<file path="src/rtl/scratch_fetch.sv">
// scratch_fetch: responder side of the pixel-selection interface.
//
// Takes one pixel request (row, column, width, offset, zero) per load_en handshake, forms the
// linear scratchpad address offset + row*width + column (mod 2^ADDR_W), reads it through a
// request/accept/valid memory port and returns the pixel with a one-cycle scratch_rdy pulse.
// Zero requests skip the memory entirely and return 0.
//
// Ports:
//   clk, rst_n            clock, asynchronous active-low reset
//   row, column, width    pixel coordinates and row stride of the current buffer
//   offset                base address of the current buffer
//   zero                  request returns 0 without a memory access; also forces pixel_out to 0
//   load_en               request valid (level)
//   scratch_rdy           one-cycle pulse per served request
//   pixel_out             returned pixel (0 while zero=1)
//   busy                  high whenever the engine is not idle
//   mem_r_en / mem_addr   read request and its address (address holds while no request)
//   mem_r_accept          memory takes the request this cycle
//   mem_r_valid/mem_r_data  read data return
module scratch_fetch #(
    parameter int unsigned DATA_W = 8,
    parameter int unsigned ADDR_W = 20,
    parameter int unsigned DIM_W  = 12
) (
    input  logic              clk,
    input  logic              rst_n,
    input  logic [DIM_W-1:0]  row,
    input  logic [DIM_W-1:0]  column,
    input  logic [DIM_W-1:0]  width,
    input  logic [ADDR_W-1:0] offset,
    input  logic              zero,
    input  logic              load_en,
    output logic              scratch_rdy,
    output logic [DATA_W-1:0] pixel_out,
    output logic              busy,
    output logic              mem_r_en,
    input  logic              mem_r_accept,
    output logic [ADDR_W-1:0] mem_addr,
    input  logic              mem_r_valid,
    input  logic [DATA_W-1:0] mem_r_data
);

    localparam int unsigned ProdW = 2 * DIM_W;
    localparam int unsigned SumW  = ((ProdW > ADDR_W) ? ProdW : ADDR_W) + 2;

    typedef enum logic [1:0] {
        StIdle,
        StAddr,
        StWait,
        StReady
    } state_e;

    state_e state_q, state_d;

    logic [ADDR_W-1:0] addr_q, addr_d;
    logic [DATA_W-1:0] pix_q, pix_d;
    logic              rdy_q, rdy_d;
    logic              en_q, en_d;
    logic              busy_q, busy_d;

    logic [ProdW-1:0]  prod;
    logic [ADDR_W-1:0] lin_addr;

    // Product kept at full 2*DIM_W width; the sum is widened so nothing is lost before the
    // final modulo-2^ADDR_W truncation.
    always_comb begin
        prod     = ProdW'(row) * ProdW'(width);
        lin_addr = ADDR_W'(SumW'(offset) + SumW'(prod) + SumW'(column));
    end

    always_comb begin
        state_d = state_q;
        addr_d  = addr_q;
        pix_d   = pix_q;

        unique case (state_q)
            StIdle: begin
                if (load_en) begin
                    if (zero) begin
                        pix_d   = '0;
                        state_d = StReady;
                    end else begin
                        addr_d  = lin_addr;
                        state_d = StAddr;
                    end
                end
            end
            StAddr: begin
                // Read data cannot arrive before the accept, so mem_r_valid is not looked at.
                if (mem_r_accept) begin
                    state_d = StWait;
                end
            end
            StWait: begin
                if (mem_r_valid) begin
                    // Data is captured even when the request was withdrawn; only the pulse is
                    // suppressed.
                    pix_d   = mem_r_data;
                    state_d = load_en ? StReady : StIdle;
                end
            end
            StReady: begin
                // Always pass through idle so a request is never served twice.
                state_d = StIdle;
            end
            default: begin
                state_d = StIdle;
            end
        endcase

        // Outputs are decoded from the next state and registered alongside it.
        rdy_d  = (state_d == StReady);
        en_d   = (state_d == StAddr);
        busy_d = (state_d != StIdle);
    end

    always_ff @(posedge clk or negedge rst_n) begin
        if (!rst_n) begin
            state_q <= StIdle;
            addr_q  <= '0;
            pix_q   <= '0;
            rdy_q   <= 1'b0;
            en_q    <= 1'b0;
            busy_q  <= 1'b0;
        end else begin
            state_q <= state_d;
            addr_q  <= addr_d;
            pix_q   <= pix_d;
            rdy_q   <= rdy_d;
            en_q    <= en_d;
            busy_q  <= busy_d;
        end
    end

    assign scratch_rdy = rdy_q;
    assign mem_r_en    = en_q;
    assign busy        = busy_q;
    assign mem_addr    = addr_q;
    // Padding shifts in the controller read 0 here without any handshake.
    assign pixel_out   = zero ? '0 : pix_q;

endmodule

</file>
<file path="config.mk">
export PLATFORM = sky130hd
export DESIGN_NAME = scratch_fetch
export DESIGN_NICKNAME = d
export VERILOG_FILES = /design/src/rtl/scratch_fetch.sv
export SDC_FILE = /design/constraint.sdc
export NUM_CORES = 1
export LEC_CHECK = 0
export ABC_AREA = 1
export BUFFER_PORTS_ARGS = -buffer_cell sky130_fd_sc_hd__buf_2
export CAP_MARGIN = 25
export CORE_ASPECT_RATIO = 0.8
export CORE_MARGIN = 2
export CORE_UTILIZATION = 30
export DETAILED_ROUTE_END_ITERATION = 16
export HOLD_SLACK_MARGIN = 0.05
export PLACE_DENSITY_LB_ADDON = 0.25
export SLEW_MARGIN = 5
export SYNTH_ARGS = -nofsm -noshare
export SYNTH_HDL_FRONTEND = slang
export SYNTH_SLANG_ARGS = --single-unit
</file>
<file path="constraint.sdc">
create_clock -name clk -period 1.15 [get_ports clk]
set_input_delay 0.115 -clock clk [delete_from_list [all_inputs] [get_ports clk]]
set_output_delay 0.115 -clock clk [all_outputs]
set_load 0.03 [all_outputs]
</file>
==> flow_summary.toml <==
[worst_setup_path]
crit_type = "input port to flip-flop"
timing.reg2reg.setup_slack_ns = -0.18
cp.required_ns = 1.32
slowest_stage = "fa_1"
cp-start-kind = "input port"
path_max_fanout = 4
crit_top_cell = "fa_1"
critPathMaxStageDelay_ns = 0.52
crit_path_end_kind = "flip-flop"
worstPathArrival_ns = 4.70

[cts]
numCtsBuffers = 5
cts_tree = "done"
clk_pin_slew_worst_paths_ns = 0.05
max-clock-path-buffers = 2
cts_htree_levels = 2
cts_root_buf = "clkbuf_16"
clock_latency_ns = 0.28
clock_sinks = 33

[sta]
fin_crit_sh_pct = 394
slew_headroom_pct = 71.6
rsz0062_at_grt = "true"
period_needed_ns = 4.53
hold_viol = 0
fin_tns_setup_ns = -56.13
clock_skew_ns = 0.00302
slew_viol_final = 0
setup_viol = 31
timing.final.ws_setup_ns = -3.38
tightest_slew_ns = 0.426
fmax_mhz = 221

[drt]
drt-total-wl_mm = 18.8
wl_per_cell_microns = 13.0
drc_errors = 0
num_vias = 6244
post_drt_via_cell_ratio = 4.32
drt_iter0_markers = 302
first_pass_iters = 4
ant_nets = 0

[layout]
fillers = 2355
finalNonFillerCells = 1445
area_growth_pct = 42.7
mostFrequentLayoutCells = "227 x inv_1, 219 x nand2_1, 116 x fa_1, 88 x buf_4, 81 x buf_2"
multi_input_area_sq_mm = 0.00593
fin_nets = 1384
ff_latch_area_sq_um = 826
diodes = 0
drive_gt1_share_pct = 35.2
final_common_cell = "inv_1"

[placed_design]
place.gp.congestion = 0.820
port_buffers = 100
dpl.hpwl_mm = 16.0
dp.cells = 1413

[grt]
grt_util_met3_pct = 2.08
grt.met1_usage_pct = 23.1
gr-total-overflow = 0
antenna_found_initial = 0
grt_first_pass_wirelength_mm = 32.6
grt_pass1_vias = 6674
track_usage_pct = 16.4
grt_max_degree = 34
grt-busiest-layer = "met2"
use_met2_pct = 28.2

[flow_run]
max_cap_violations = 0

[die]
rows = 50
io_pins = 101
core_sq_mm = 0.0232
die_h_microns = 141
die_area_sq_mm = 0.0247
die_w_microns = 175
start_util_pct = 30.3

[synthesis]
netlist_area_sq_mm = 0.00704
yosys_warnings = 0
postSynthCellCount = 938
yosysUniqueCellTypes = 32
synth_area_per_cell_sq_um = 7.50
synthesis.nets = 1190
ys_ff_latch = 33
ys_seq_area_share_pct = 11.7

[worst_hold_path]
hold_class = "input port to flip-flop"

[outcome]
violations = "negative setup slack"
status = "finished, violations left"
==> sequential cells by signal (all words and copies together) (netlist names) <==
name and count:
mem_r_en 1, pix_q 8, mem_addr 20, state_q 2, scratch_rdy 1, busy 1
==> metrics by stage <==
stage	utilization [%]	hold slack (ns)	setup slack [ns]	area (sq um)
after floorplan	-	-0.181	-3.46	7520
after global placement	38.2	0.172	-3.82	8880
after detailed placement	38.2	0.169	-3.85	8880
after CTS	42.0	0.0976	-3.32	9750
after global routing	43.3	0.117	-3.59	10000
final	43.3	0.102	-3.38	10000
==> path summary, 6_finish.rpt <==
kind	endpoint	cells after the start	start
max	mem_addr[19]$_DFFE_PN0P_	26	row[5]
min	pix_q[4]$_DFFE_PN0P_	3	mem_r_data[4]
max reg2reg	mem_addr[1]$_DFFE_PN0P_	7	state_q[0]$_DFF_PN0_
min reg2reg	mem_addr[2]$_DFFE_PN0P_	2	mem_addr[2]$_DFFE_PN0P_
max in group asynchronous	pix_q[2]$_DFFE_PN0P_	3	rst_n
min in group asynchronous	mem_addr[2]$_DFFE_PN0P_	3	rst_n
==> layer usage <==
metal | part of all wire, % | up-vias
met2 | 47 | 93
met1 | 48 | 3030
met4 | 0.34 | 0
li1 | - | 3115
met3 | 4.4 | 6
met5 | 0 | -
==> what timing repair did <==
action / 4_1_cts / 5_1_grt
resized for setup: 166 / 68
endpoints found under the setup margin: 32 / 33
pin swaps: 81 / 78
hold endpoints to repair: 33 / 0
setup buffers: 13 / 11
gates cloned: 2 / 0
hold buffers: 1 / 0
==> cell families (layout without fill, tap and decap cells) <==
| kind of cell | after synthesis | count (layout) | share of synthesized area, % |
|---|---|---|---|
| buf+inv | 298 | 493 | 16.2 |
| xor+xnor | 6 | 6 | 0.747 |
| fa+ha+maj | 182 | 182 | 45.4 |
| simple gates | 354 | 354 | 20.6 |
| compound gates | 65 | 65 | 5.39 |
| flops | 33 | 33 | 11.7 |
==> Yosys cell counts <==
cell      count  area (sq um)
a21oi_1      17          85.1
nor2_4        2          22.5
o21ai_0      25           125
o21ai_1       4          20.0
nand3_2       1          10.0
or2_2         2          12.5
a31oi_1       2          12.5
clkbuf_1     21          78.8
nand4_1       3          18.8
nor2_2        2          12.5
nand3b_1      4          30.0
inv_2         2          7.51
nand2_1     257           965
buf_2         7          35.0
nor2_1       39           146
nand3_1      31           155
inv_1       265           995
xor2_1        2          17.5
a21oi_2       3          26.3
fa_1        122          2440
and2_1        2          12.5
o31ai_1       1          7.51
o211ai_2      1          12.5
nor3_1        6          30.0
dfrtp_1      33           826
nand2_2       3          18.8
o211ai_1     11          82.6
ha_1         60           751
xnor2_1       4          35.0
or2_1         2          12.5
o21bai_1      1          7.51
buf_4         3          22.5
==> worst max-delay path: cells and delay by family <==
family | cells | cell delay (ns)
adders and majority gates | 7 | 3.21
buffers and inverters | 10 | 0.60
and+or+nand+nor | 9 | 0.75
==> cell type report <==
cell class,count,area share (%)
inverter,267,10.1
clock buffer,7,1.32
clock inverter,1,0.0748
timing repair buffer,218,17.4
sequential,33,8.23
tap,312,3.89
multi-input combinational,607,59.0
Power is not shown: default switching activity piles up to over one toggle a cycle in this logic, so the estimate is an artifact.
